## config.mk

```make
export PLATFORM = sky130hd
export DESIGN_NAME = apb_cmd_master
export DESIGN_NICKNAME = d
export VERILOG_FILES = /design/src/rtl/apb_cmd_master.sv
export SDC_FILE = /design/constraint.sdc
export NUM_CORES = 1
export LEC_CHECK = 0
export ABC_AREA = 1
export BUFFER_PORTS_ARGS = -buffer_cell sky130_fd_sc_hd__buf_2
export CAP_MARGIN = 20
export CORE_AREA = 8 8 88 130
export DETAILED_ROUTE_END_ITERATION = 8
export DIE_AREA = 0 0 96 138
export PLACE_DENSITY = 0.83
export SETUP_SLACK_MARGIN = 0.3
export SLEW_MARGIN = 25
export SYNTH_ARGS = -nofsm -noshare
export SYNTH_HDL_FRONTEND = slang
export SYNTH_SLANG_ARGS = --single-unit
```

## constraint.sdc

```tcl
create_clock -name PCLK -period 3.6 [get_ports PCLK]
set_clock_uncertainty 0.05 [all_clocks]
set_input_delay 0.72 -clock PCLK [delete_from_list [all_inputs] [get_ports PCLK]]
set_output_delay 0.72 -clock PCLK [all_outputs]
set_load 0.01 [all_outputs]
```

## src/rtl/apb_cmd_master.sv

```systemverilog
// apb_cmd_master: single-outstanding APB3 requester.
// Turns a valid/ready command into one SETUP + ACCESS transfer. The result
// comes back as a one-cycle rsp_valid pulse. A wait-state counter aborts a
// transfer whose slave holds PREADY low for too long.
module apb_cmd_master #(
  parameter int DWIDTH  = 32,
  parameter int AWIDTH  = 32,
  parameter int TIMEOUT = 16
) (
  input  logic              PCLK,
  input  logic              PRESETn,
  input  logic              cmd_valid,
  output logic              cmd_ready,
  input  logic              cmd_write,
  input  logic [AWIDTH-1:0] cmd_addr,
  input  logic [DWIDTH-1:0] cmd_wdata,
  output logic              rsp_valid,
  output logic [DWIDTH-1:0] rsp_rdata,
  output logic              rsp_err,
  output logic              rsp_timeout,
  output logic              PSEL,
  output logic              PENABLE,
  output logic              PWRITE,
  output logic [AWIDTH-1:0] PADDR,
  output logic [DWIDTH-1:0] PWDATA,
  input  logic [DWIDTH-1:0] PRDATA,
  input  logic              PREADY,
  input  logic              PSLVERR
);

  // The counter only has to reach TIMEOUT-1. It keeps one bit even when
  // the timeout is disabled.
  localparam int              CW      = (TIMEOUT > 0) ? $clog2(TIMEOUT + 1) : 1;
  localparam logic            TO_EN   = (TIMEOUT > 0) ? 1'b1 : 1'b0;
  localparam logic [CW-1:0]   TO_LAST = (TIMEOUT > 0) ? CW'(TIMEOUT - 1) : {CW{1'b0}};
  localparam logic [CW-1:0]   CNT_MAX = {CW{1'b1}};
  localparam logic [CW-1:0]   CNT_ONE = CW'(1);

  typedef enum logic [1:0] {
    ST_IDLE   = 2'd0,
    ST_SETUP  = 2'd1,
    ST_ACCESS = 2'd2,
    ST_RESP   = 2'd3
  } state_t;

  state_t              r_state;
  logic [CW-1:0]       r_cnt;
  logic                r_psel;
  logic                r_penable;
  logic                r_pwrite;
  logic [AWIDTH-1:0]   r_paddr;
  logic [DWIDTH-1:0]   r_pwdata;
  logic                r_rsp_valid;
  logic [DWIDTH-1:0]   r_rsp_rdata;
  logic                r_rsp_err;
  logic                r_rsp_timeout;

  state_t              w_state_nxt;
  logic [CW-1:0]       w_cnt_nxt;
  logic                w_psel_nxt;
  logic                w_penable_nxt;
  logic                w_pwrite_nxt;
  logic [AWIDTH-1:0]   w_paddr_nxt;
  logic [DWIDTH-1:0]   w_pwdata_nxt;
  logic                w_rsp_valid_nxt;
  logic [DWIDTH-1:0]   w_rsp_rdata_nxt;
  logic                w_rsp_err_nxt;
  logic                w_rsp_timeout_nxt;
  logic                w_timeout_hit;

  // cmd_ready is decoded from the registered state only.
  assign cmd_ready = (r_state == ST_IDLE);

  // The abort fires on the last allowed wait cycle. PREADY takes priority
  // over it.
  assign w_timeout_hit = TO_EN && !PREADY && (r_cnt == TO_LAST);

  // Next-state and next-value logic for every registered output.
  always_comb begin
    w_state_nxt       = r_state;
    w_cnt_nxt         = r_cnt;
    w_psel_nxt        = r_psel;
    w_penable_nxt     = r_penable;
    w_pwrite_nxt      = r_pwrite;
    w_paddr_nxt       = r_paddr;
    w_pwdata_nxt      = r_pwdata;
    w_rsp_valid_nxt   = 1'b0;
    w_rsp_rdata_nxt   = r_rsp_rdata;
    w_rsp_err_nxt     = r_rsp_err;
    w_rsp_timeout_nxt = r_rsp_timeout;

    case (r_state)
      ST_IDLE: begin
        if (cmd_valid) begin
          w_state_nxt   = ST_SETUP;
          w_psel_nxt    = 1'b1;
          w_penable_nxt = 1'b0;
          w_pwrite_nxt  = cmd_write;
          w_paddr_nxt   = cmd_addr;
          w_pwdata_nxt  = cmd_wdata;
        end else begin
          w_state_nxt   = ST_IDLE;
        end
      end
      ST_SETUP: begin
        w_state_nxt   = ST_ACCESS;
        w_psel_nxt    = 1'b1;
        w_penable_nxt = 1'b1;
        w_cnt_nxt     = {CW{1'b0}};
      end
      ST_ACCESS: begin
        if (PREADY) begin
          w_state_nxt       = ST_RESP;
          w_psel_nxt        = 1'b0;
          w_penable_nxt     = 1'b0;
          w_rsp_valid_nxt   = 1'b1;
          w_rsp_rdata_nxt   = r_pwrite ? {DWIDTH{1'b0}} : PRDATA;
          w_rsp_err_nxt     = PSLVERR;
          w_rsp_timeout_nxt = 1'b0;
        end else if (w_timeout_hit) begin
          w_state_nxt       = ST_RESP;
          w_psel_nxt        = 1'b0;
          w_penable_nxt     = 1'b0;
          w_rsp_valid_nxt   = 1'b1;
          w_rsp_rdata_nxt   = {DWIDTH{1'b0}};
          w_rsp_err_nxt     = 1'b1;
          w_rsp_timeout_nxt = 1'b1;
        end else if (r_cnt != CNT_MAX) begin
          w_cnt_nxt = r_cnt + CNT_ONE;
        end else begin
          w_cnt_nxt = r_cnt;
        end
      end
      ST_RESP: begin
        w_state_nxt = ST_IDLE;
      end
      default: begin
        w_state_nxt   = ST_IDLE;
        w_psel_nxt    = 1'b0;
        w_penable_nxt = 1'b0;
      end
    endcase
  end

  // State, counter and output registers. Reset clears everything at once.
  always_ff @(posedge PCLK or negedge PRESETn) begin
    if (!PRESETn) begin
      r_state       <= ST_IDLE;
      r_cnt         <= {CW{1'b0}};
      r_psel        <= 1'b0;
      r_penable     <= 1'b0;
      r_pwrite      <= 1'b0;
      r_paddr       <= {AWIDTH{1'b0}};
      r_pwdata      <= {DWIDTH{1'b0}};
      r_rsp_valid   <= 1'b0;
      r_rsp_rdata   <= {DWIDTH{1'b0}};
      r_rsp_err     <= 1'b0;
      r_rsp_timeout <= 1'b0;
    end else begin
      r_state       <= w_state_nxt;
      r_cnt         <= w_cnt_nxt;
      r_psel        <= w_psel_nxt;
      r_penable     <= w_penable_nxt;
      r_pwrite      <= w_pwrite_nxt;
      r_paddr       <= w_paddr_nxt;
      r_pwdata      <= w_pwdata_nxt;
      r_rsp_valid   <= w_rsp_valid_nxt;
      r_rsp_rdata   <= w_rsp_rdata_nxt;
      r_rsp_err     <= w_rsp_err_nxt;
      r_rsp_timeout <= w_rsp_timeout_nxt;
    end
  end

  assign PSEL        = r_psel;
  assign PENABLE     = r_penable;
  assign PWRITE      = r_pwrite;
  assign PADDR       = r_paddr;
  assign PWDATA      = r_pwdata;
  assign rsp_valid   = r_rsp_valid;
  assign rsp_rdata   = r_rsp_rdata;
  assign rsp_err     = r_rsp_err;
  assign rsp_timeout = r_rsp_timeout;

endmodule

```

* After elaboration in Yosys (flattened, before gate mapping)
Index checks and enable logic that the tools add are counted.
** Word-level totals
- Register bits after elaboration :: 109
- Input port bits :: 102
- Output and inout bits :: 103
- Word-level logic and storage cells :: 55
** Cells by class
- Add/subtract/negate cells :: 1
- Eq/ne operators :: 10
- Mux-type cells :: 23
- Reductions and logical operators :: 10
** Operators with widths (count)
- $mux W32 :: 3
- $mux W5 :: 3
- $mux W1 :: 11
- $pmux W5 S2 :: 1
- $ne A2 B2 Y1 const B :: 4
- $pmux W2 S4 :: 1
- $pmux W1 S3 :: 2
- $add A5 B1 Y5 const B :: 1
- $eq A5 B4 Y1 const B :: 1
- $ne A5 B5 Y1 const B :: 1
- $eq A2 B2 Y1 const B :: 2
- $mux W2 :: 2
- $reduce_and A2 Y1 :: 2
- $reduce_and A4 Y1 :: 1
- $reduce_bool A2 Y1 :: 2
- $ne A3 B3 Y1 const B :: 1
- $reduce_and A3 Y1 :: 1
- $reduce_bool A3 Y1 :: 1
- $eq A2 B1 Y1 const B :: 1
- $logic_not A2 Y1 :: 1
- $logic_and A1 B1 Y1 :: 1
- $logic_not A1 Y1 :: 1

* Depth between registers and ports, before layout
Gate-level depths: netlist of the first run.
- Word-level depth :: 5
- Mapped depth :: 10
- Gate-level depth less buffers :: 10

* Least setup slack after synthesis of the first run
OpenSTA, ideal clock, no wires.
- Path type :: flip-flop to flip-flop
- Start :: register r_cnt[0]
- End :: register r_rsp_rdata[10] (netlist: rsp_rdata[10])
- Library setup time :: 74 ps
- Arrival time :: 1448 ps
- Data required time :: 3476 ps
- Path slack :: 2028 ps
- Cell stages (with the launch flop) :: 11
- Buffers on the path :: 1
- Clock period less this slack :: 1572 ps
- Path through :: dfrtp_1 -> ha_1 -> nand2_1 -> nor2_1 -> ha_1 -> nand2_1 -> nand2_2 -> inv_2 -> buf_2 -> nand2_1 -> o21ai_2
** On the way
- Word-level cells in the longest chain between the ends :: 4
** RTL lines
- from (decl) :: line 47 : logic [CW-1:0] r_cnt;
- from (signal assigned) :: line 149 : r_cnt <= {CW{1'b0}};
- from (signal assigned) :: line 161 : r_cnt <= w_cnt_nxt;
- $eq A5 B4 Y1 :: line 76 : assign w_timeout_hit = TO_EN && !PREADY && (r_cnt == TO_LAST);
- $logic_and A1 B1 Y1 :: line 76
- $reduce_bool A2 Y1 (no source line)
- $reduce_and A2 Y1 (no source line)
- to (signal assigned) :: line 156 : r_rsp_rdata <= {DWIDTH{1'b0}};
- to (signal assigned) :: line 168 : r_rsp_rdata <= w_rsp_rdata_nxt;
- to (decl) :: line 54 : logic [DWIDTH-1:0] r_rsp_rdata;
No other way between the ends.
A chain may end at the register's enable or synchronous reset.

* Final worst setup path of the first run
- Start :: register r_cnt[0]
- End :: register r_cnt[3]
** On the way
- Word-level cells in the longest chain between the ends :: 5
- Elaborated cells on any way between the ends :: 11
- Classes of those cells :: add/sub (1); eq/ne (4); mux (4); reduce/logical (2)
** RTL lines
- $add A5 B1 Y5 :: line 129 : w_cnt_nxt = r_cnt + CNT_ONE;
- $mux W5 :: line 128 : end else if (r_cnt != CNT_MAX) begin
- $mux W5 :: line 120 : end else if (w_timeout_hit) begin
- $mux W5 :: line 112 : if (PREADY) begin
- $pmux W5 S2 :: line 92 : case (r_state)
Parallel ways exist; a longest one is shown, timed or not. The select of a mux whose other input is x is not followed.

==> results.sh, run 1 <==
export IMPL_tritoncts="built"
export IMPL_cts_resized=0
export IMPL_startpoint_type="flop"
export IMPL_grt_pass1_vias=3558
export IMPL_core_rowCount=44
export IMPL_ys_types=21
export IMPL_drive_above_1_share=0.578
export IMPL_clockBufferDepth=2
export IMPL_dr_pass1_iters=4
export IMPL_final_common_cell="buf_2"
export IMPL_grt_usage=0.175
export IMPL_max_freq_mhz=451
export IMPL_clock_root_buffer="clkbuf_16"
export IMPL_dp_final_hpwl_um=8790
export IMPL_wl_per_cell_um=17.1
export IMPL_drt_wl_total_um=11400
export IMPL_power_leakage_nw=3.39
export IMPL_regArea_sq_um=2730
export IMPL_syn2layout_area_growth_pct=29.5
export IMPL_critPathKind="flop to flop"
export IMPL_path_cells="ha_1 > nand2_1 > nor2_1 > ha_1 > nand2_1 > nand2_2 > inv_2 > nand2_2 > o21ai_0"
export IMPL_grt_pass1_wl_um=18100
export IMPL_vias_per_cell=4.82
export IMPL_design_area_sq_um=6020
export IMPL_crit_path_max_fanout=33
export IMPL_arrival_ps=2410
export IMPL_drv_cap=0
export IMPL_outcome="finished clean"
export IMPL_clk_pin_slew_ps=70
export IMPL_post_cts_repair_setup_buffers=0
export IMPL_synthesis_instances=347
export IMPL_yosys_area_share_adder=0.0215
export IMPL_timing_final_ws_setup_ps=1380
export IMPL_die_x_um=96
export IMPL_finalHoldViolCount=0
export IMPL_rsz0062_at_grt="false"
export IMPL_io_pins=205
export IMPL_finalCritPeriodShare=0.616
export IMPL_syn_nets=457
export IMPL_muxShareOfSynthArea=0.198
export IMPL_critPathSlowestCell="inv_2"
export IMPL_syn_avg_cell_area_sq_um=13.4
export IMPL_netlist_area_sq_um=4650
export IMPL_drt_iter0_drc=85
export IMPL_antenna_found_initial=1
export IMPL_grt_overflow=0
export IMPL_drc=0
export IMPL_die_h_um=138
export IMPL_drv_slew=0
export IMPL_fp_coreArea_sq_um=9520
export IMPL_io_buffers=204
export IMPL_setup_viol=0
export IMPL_vias=3230
export IMPL_period_minus_slack_ps=2220
export IMPL_clk_latency_ps=340
export IMPL_required_ps=3790
export IMPL_r2r_cells=9
export IMPL_ys_seq_area_frac=0.586
export IMPL_nNetsFinal=660
export IMPL_cts_buffers=9
export IMPL_post_place_ws_ps=1430
export IMPL_ant_nets=0
export IMPL_ctsHoldBuffers=0
export IMPL_relSlewSlack=0.397
export IMPL_synth_top_family_by_area="multiplexers"
export IMPL_placed_cell_area_sq_um=5730
export IMPL_cp_end_kind="flop"
export IMPL_yosys_area_share_simple=0.0576
export IMPL_multi_input_area_sq_um=1640
export IMPL_worst_hold_path_type="flop to flop"
export IMPL_yosysWarnings=0
export IMPL_fillers=730
export IMPL_final_cell_mix="203 x buf_2, 109 x dfrtp_1, 50 x mux2_4, 48 x nand2_1, 42 x inv_1"
export IMPL_tns_ps=0
export IMPL_power_density_nw_per_um2=892
export IMPL_slowest_delay_ps=430
export IMPL_grt_max_degree=72
export IMPL_synth_compound_area_frac=0.0734
export IMPL_tightest_slew_ps=905
export IMPL_htreeDepth=3
export IMPL_antenna_cells=0
export IMPL_finalCoreUtilization=0.632
export IMPL_synth_xor_area_share=0
export IMPL_whs_path_depth=2
export IMPL_ys_seq_elements=109
export IMPL_cts_sinks=109
export IMPL_ir_worst_vdd_uv=615
export IMPL_dieArea_sq_um=13200
export IMPL_gp_congestion=0.773
export IMPL_whs_ps=422
export IMPL_initial_core_util=0.488
layer usage:
layer / track usage / part of all wire / vias up
met2: 0.310 / 0.54 / 121
met4: 0.0708 / 0.025 / 2
met5: 0 / 0.00079 / -
li1: - / - / 1532
met1: 0.181 / 0.35 / 1552
met3: 0.0520 / 0.081 / 23
cells in the mapped netlist:
cell type | instances | area, sq um
o211ai_1 | 1 | 7.51
o21ai_0 | 12 | 60.1
mux2_2 | 15 | 169
ha_1 | 8 | 100
a21oi_1 | 1 | 5.00
or2_4 | 1 | 8.76
nand3b_1 | 2 | 15.0
nor2_1 | 4 | 15.0
nand2_1 | 49 | 184
dfrtp_1 | 109 | 2730
mux2_4 | 50 | 751
o21ai_2 | 30 | 263
buf_2 | 4 | 20.0
inv_2 | 1 | 3.75
inv_1 | 42 | 158
nand4_1 | 1 | 6.26
a31oi_1 | 1 | 6.26
nand2_2 | 2 | 12.5
nand2_4 | 1 | 11.3
nand3_1 | 3 | 15.0
buf_6 | 10 | 113
metrics by stage:
step                      instances  power [W]
after CTS                       670    0.00545
after floorplan                 347    0.00360
after detailed placement        654    0.00448
after global placement          654    0.00437
after global routing            670    0.00572
final                           670    0.00537
registers in the layout, indices dropped and copies added (netlist names):
| name | cells |
|---|---|
| rsp_rdata | 32 |
| r_state | 2 |
| r_cnt | 5 |
| PADDR | 32 |
| PENABLE | 1 |
| rsp_timeout | 1 |
| PSEL | 1 |
| PWRITE | 1 |
| PWDATA | 32 |
| rsp_err | 1 |
| rsp_valid | 1 |
cells by family (layout without fill, tap and decap cells):
family | count (synthesis) | in the layout
simple gates | 63 | 63
flops | 109 | 109
compound gates | 45 | 45
mux | 65 | 65
buf+inv | 57 | 265
fa+ha+maj | 8 | 8
area by class of cell:
type | instances | area share
inverter | 43 | 0.0268
multi-input combinational | 181 | 0.272
sequential | 109 | 0.453
timing repair buffer | 206 | 0.177
clock buffer | 14 | 0.0455
tap | 115 | 0.0239
clock inverter | 2 | 0.00270
worst paths after layout:
| kind | start | end | slack [ps] |
|---|---|---|---|
| max in group asynchronous | PRESETn | PADDR[18] | 2300 |
| min reg2reg | PENABLE | PENABLE | 420 |
| min in group asynchronous | PRESETn | PWDATA[12] | 460 |
| max | r_cnt[0] | r_cnt[3] | 1380 |
| min | PENABLE | PENABLE | 420 |
| max reg2reg | r_cnt[0] | r_cnt[3] | 1380 |
power breakdown:
| group | internal [W] | switching [W] | total (W) | leakage, nW |
|---|---|---|---|---|
| logic | 0.00118 | 0.00111 | 0.00229 | 1.91 |
| registers | 0.00181 | 0.000331 | 0.00214 | 1.34 |
| clock network | 0.000528 | 0.000415 | 0.000944 | 0.139 |
| total | 0.00352 | 0.00186 | 0.00537 | 3.39 |
critical path, delay by kind of cell, from the launching register on:
family,cells,cell delay (ps)
buffers and inverters,1,430
AOI/OAI and AO/OA,1,240
DFF,1,420
adders and majority gates,2,430
and+or+nand+nor,5,550
No activity file was read; power rests on OpenSTA's default activity.
==> run 2, diff against run 1 <==
Settings changed: CORE_AREA 8 8 88 130 to 8 8 91 133, DIE_AREA 0 0 96 138 to 0 0 99 141, PLACE_DENSITY 0.83 to 0.79.
Clock period 3.6 ns to 2.28 ns, I/O delays scaled along.
==> results.sh, run 2 (synthesis gave the netlist of run 1 again) <==
export IMPL_placed_cell_area_sq_um=5800
export IMPL_placed_cells=663
export IMPL_critPathKind="flop to flop"
export IMPL_drive_above_1_share=0.590
export IMPL_dr_pass1_iters=4
export IMPL_syn2layout_area_growth_pct=31.3
export IMPL_grt_overflow=0
export IMPL_finalCoreUtilization=0.606
export IMPL_setup_viol=0
export IMPL_gp_congestion=0.780
export IMPL_rsz0062_at_grt="false"
export IMPL_critPathSlowestCell="dfrtp_1"
export IMPL_post_place_ws_ps=424
export IMPL_period_minus_slack_ps=1830
export IMPL_grt_pass1_vias=3700
export IMPL_max_freq_mhz=547
export IMPL_die_x_um=99
export IMPL_initial_core_util=0.461
export IMPL_drt_wl_total_um=11700
export IMPL_antenna_found_initial=0
export IMPL_vias_per_cell=4.80
export IMPL_final_cells=680
export IMPL_dieArea_sq_um=14000
export IMPL_met3_usage=0.0493
export IMPL_arrival_ps=1990
export IMPL_busiest_layer="met2"
export IMPL_slowest_delay_ps=390
export IMPL_power_density_nw_per_um2=1400
export IMPL_drc=0
export IMPL_power_leakage_nw=3.43
export IMPL_r2r_start="r_state[0]"
export IMPL_min_to="PADDR[21]"
export IMPL_power_frac_comb=0.433
export IMPL_clk_pin_slew_ps=70
export IMPL_tightest_slew_ps=561
export IMPL_pwr_share_clk=0.174
export IMPL_fillers=820
export IMPL_drv_slew=0
export IMPL_whs_path_depth=2
export IMPL_htreeDepth=3
export IMPL_crit_family="flip-flops"
export IMPL_use_met1=0.184
export IMPL_clock_root_buffer="clkbuf_16"
export IMPL_finalHoldViolCount=0
export IMPL_drv_cap=0
export IMPL_io_pins=205
export IMPL_ir_worst_vdd_uv=717
export IMPL_clk_latency_ps=340
export IMPL_wl_per_cell_um=17.2
export IMPL_cts_buffers=9
export IMPL_tritoncts="built"
export IMPL_grt_pass1_wl_um=18700
export IMPL_final_cell_mix="203 x buf_2, 108 x dfrtp_1, 50 x mux2_4, 48 x nand2_1, 42 x inv_1"
export IMPL_worst_hold_path_type="input port to flop"
export IMPL_grt_max_degree=40
export IMPL_fp_coreArea_sq_um=10100
export IMPL_ff2ff_setup_slack_ps=450
export IMPL_design_area_sq_um=6110
export IMPL_path_buf_inv=2
export IMPL_ant_nets=0
export IMPL_core_rowCount=45
export IMPL_post_cts_repair_setup_buffers=0
export IMPL_timing_final_ws_setup_ps=451
export IMPL_drt_iter0_drc=62
export IMPL_r2r_cells=5
export IMPL_hold_path_startpoint="cmd_addr[21]"
export IMPL_outcome="finished clean"
export IMPL_grt_usage=0.168
export IMPL_crit_path_max_fanout=23
export IMPL_final_common_cell="buf_2"
export IMPL_relSlewSlack=0.626
export IMPL_switchingPower_w=0.00298
export IMPL_cp_end_kind="flop"
export IMPL_p_seq_frac=0.393
export IMPL_cts_sinks=109
export IMPL_path_cells="inv_1 > ha_1 > nand2_4 > buf_12 > mux2_4"
export IMPL_nNetsFinal=668
export IMPL_r2r_end="PADDR[25]"
export IMPL_p_int_w=0.00558
export IMPL_required_ps=2450
export IMPL_vias=3264
export IMPL_clockBufferDepth=2
export IMPL_tns_ps=0
export IMPL_gr_usage_met2=0.301
export IMPL_p_sw_frac=0.348
export IMPL_dp_final_hpwl_um=9220
export IMPL_finalCritPeriodShare=0.802
export IMPL_antenna_cells=0
export IMPL_io_buffers=204
export IMPL_die_h_um=141
export IMPL_startpoint_type="flop"
-- run 2: what timing repair did --
item                       4_1_cts  5_1_grt
hold buffers                     1        0
resized for setup                0        4
setup endpoints to repair        0       28
hold endpoints to repair        18        0
-- run 2: worst max path at each step --
| stage | from | end | slack [ps] | cells past startpoint |
|---|---|---|---|---|
| after floorplan | r_cnt[0] | rsp_rdata[10] | 710 | 10 |
| after global placement | r_cnt[0] | rsp_rdata[0] | 530 | 10 |
| after detailed placement | r_cnt[0] | rsp_rdata[0] | 420 | 10 |
| after CTS | r_cnt[0] | rsp_rdata[0] | 400 | 10 |
| after global routing | r_cnt[0] | rsp_rdata[31] | 340 | 10 |
| final | r_state[0] | PADDR[25] | 450 | 5 |
-- run 2: power by group through the flow --
| stage | clock (W) | combinational, W | sequential, W |
|---|---|---|---|
| after global placement | 0 | 0.00363 | 0.00335 |
| after detailed placement | 0 | 0.00376 | 0.00339 |
| after floorplan | 0 | 0.00191 | 0.00377 |
| final | 0.00149 | 0.00371 | 0.00336 |
| after CTS | 0.00154 | 0.00377 | 0.00337 |
| after global routing | 0.00160 | 0.00402 | 0.00348 |
-- run 2: per-stage QoR --
step / power [W] / hold slack (ps)
floorplan: 0.00569 / 110
detailed placement: 0.00715 / 310
CTS: 0.00867 / 279
global placement: 0.00697 / 307
finish: 0.00856 / 291
global route: 0.00910 / 282
-- run 2: cell type report --
| cell class | instances | area [sq um] | area share |
|---|---|---|---|
| Inverter | 43 | 164 | 0.0268 |
| Clock buffer | 12 | 256 | 0.0420 |
| Timing Repair Buffer | 214 | 1140 | 0.186 |
| Clock inverter | 4 | 30.0 | 0.00492 |
| Tap cell | 117 | 146 | 0.0240 |
| Multi-Input combinational cell | 181 | 1640 | 0.269 |
| Sequential cell | 109 | 2730 | 0.447 |
-- run 2: per-layer routing --
layer	vias to the layer above	part of all wire
met3	19	0.061
met1	1578	0.38
met5	-	0
met4	0	0.020
met2	126	0.53
li1	1541	-
==> run 3, diff against run 2 <==
Clock period 2.28 ns to 1.89 ns, I/O delays scaled along.
==> results.sh, run 3 (synthesis gave the netlist of run 1 again) <==
export IMPL_power_leakage_nw=3.62
export IMPL_use_met1=0.194
export IMPL_antenna_found_initial=0
export IMPL_io_pins=205
export IMPL_min_to="PADDR[14]"
export IMPL_drt_iter0_drc=152
export IMPL_finalCoreUtilization=0.653
export IMPL_vias_per_cell=4.93
export IMPL_startpoint_type="flop"
export IMPL_hold_path_startpoint="cmd_addr[14]"
export IMPL_initial_core_util=0.461
export IMPL_clockBufferDepth=2
export IMPL_relSlewSlack=0.748
export IMPL_p_sw_frac=0.348
export IMPL_grt_pass1_wl_um=19700
export IMPL_r2r_end="rsp_rdata[8]"
export IMPL_outcome="finished clean"
export IMPL_r2r_cells=10
export IMPL_die_x_um=99
export IMPL_power_density_nw_per_um2=1720
export IMPL_die_h_um=141
export IMPL_rsz0062_at_grt="true"
export IMPL_pwr_share_clk=0.173
export IMPL_met3_usage=0.0547
export IMPL_drc=0
export IMPL_grt_max_degree=40
export IMPL_placed_cell_area_sq_um=5860
export IMPL_busiest_layer="met2"
export IMPL_clock_root_buffer="clkbuf_16"
export IMPL_drv_cap=0
export IMPL_tns_ps=0
export IMPL_r2r_start="r_cnt[0]"
export IMPL_final_common_cell="buf_2"
export IMPL_dr_pass1_iters=4
export IMPL_gr_usage_met2=0.316
export IMPL_p_seq_frac=0.365
export IMPL_grt_pass1_vias=3823
export IMPL_tritoncts="built"
export IMPL_p_int_w=0.00737
export IMPL_drt_wl_total_um=12900
export IMPL_dieArea_sq_um=14000
export IMPL_setup_viol=0
export IMPL_clk_pin_slew_ps=70
export IMPL_ff2ff_setup_slack_ps=240
export IMPL_grt_overflow=0
export IMPL_gp_congestion=0.837
export IMPL_fp_coreArea_sq_um=10100
export IMPL_finalCritPeriodShare=0.875
export IMPL_cp_end_kind="flop"
export IMPL_core_rowCount=45
export IMPL_arrival_ps=1830
export IMPL_drive_above_1_share=0.658
export IMPL_drv_slew=0
export IMPL_design_area_sq_um=6580
export IMPL_period_minus_slack_ps=1650
export IMPL_power_frac_comb=0.462
export IMPL_syn2layout_area_growth_pct=41.5
export IMPL_clk_latency_ps=340
export IMPL_vias=3459
export IMPL_dp_final_hpwl_um=9050
export IMPL_ir_worst_vdd_uv=967
export IMPL_crit_path_max_fanout=13
export IMPL_critPathKind="flop to flop"
export IMPL_nNetsFinal=692
export IMPL_switchingPower_w=0.00393
export IMPL_max_freq_mhz=604
export IMPL_worst_hold_path_type="input port to flop"
export IMPL_tightest_slew_ps=379
export IMPL_finalHoldViolCount=0
export IMPL_fillers=765
export IMPL_antenna_cells=0
export IMPL_io_buffers=204
export IMPL_grt_usage=0.178
export IMPL_cts_buffers=9
export IMPL_required_ps=2060
export IMPL_ant_nets=0
export IMPL_cts_sinks=109
export IMPL_htreeDepth=3
export IMPL_whs_path_depth=2
export IMPL_final_cell_mix="202 x buf_2, 109 x dfrtp_1, 50 x mux2_4, 40 x inv_1, 30 x o21ai_2"
export IMPL_wl_per_cell_um=18.4
[run 3: changes by cell type in the layout (fill, tap and decap cells not counted), sizes merged, moves of 2 or more]
cell    delta
buf       +20
bufinv     +2
clkinv     -2
or2        +2
[run 3: timing repair]
item	CTS	global route
hold buffers	1	0
endpoints found under the hold margin	23	0
setup endpoints to repair	102	71
buffers inserted	8	4
cloned	3	3
pin swaps	5	4
gates resized for setup	45	14
[run 3: layer usage]
metal	wire length, um	vias to the layer above
met5	0	-
met4	208	0
met3	819	17
met2	6920	132
met1	4960	1710
li1	-	1600
[run 3: worst max path at each step]
stage	slack [ps]	to	cells after the start	startpoint
3_3_place_gp	140	PWDATA[2]	5	r_state[0]
3_5_place_dp	70	rsp_rdata[0]	10	r_cnt[0]
2_1_floorplan	320	rsp_rdata[10]	10	r_cnt[0]
6_report	240	rsp_rdata[8]	10	r_cnt[0]
5_1_grt	190	rsp_rdata[29]	10	r_cnt[0]
4_1_cts	270	rsp_rdata[10]	10	r_cnt[1]
[run 3: final cells by class]
type | count | area (sq um) | area share
multi-input combinational | 184 | 1840 | 0.280
tap | 117 | 146 | 0.0222
timing repair buffer | 235 | 1390 | 0.211
sequential | 109 | 2730 | 0.415
clock buffer | 10 | 229 | 0.0348
inverter | 43 | 169 | 0.0257
clock inverter | 4 | 75.1 | 0.0114
[run 3: critical path, cell delays in order (launching register included)]
cell and delay (ps):
dfrtp_1 430, ha_4 170, nand2_2 70, nor2_4 150, ha_4 170, nand2_4 60
nand2_4 100, inv_8 60, buf_16 150, nand2_1 70, o21ai_2 50
[run 3: metrics by stage]
| stage | hold WS (ps) | cells | setup slack [ps] | power (W) |
|---|---|---|---|---|
| floorplan | 32.4 | 347 | 318 | 0.00686 |
| global placement | 271 | 669 | 138 | 0.00849 |
| detailed placement | 274 | 669 | 66.4 | 0.00866 |
| CTS | 203 | 695 | 273 | 0.0112 |
| global route | 199 | 702 | 188 | 0.0119 |
| finish | 215 | 702 | 235 | 0.0113 |
[run 3: power groups by stage]
stage	combinational [W]	clock, W	sequential, W
2_1_floorplan	0.00231	0	0.00455
3_3_place_gp	0.00447	0	0.00402
3_5_place_dp	0.00457	0	0.00409
4_1_cts	0.00508	0.00199	0.00410
5_1_grt	0.00559	0.00208	0.00426
6_report	0.00522	0.00195	0.00413
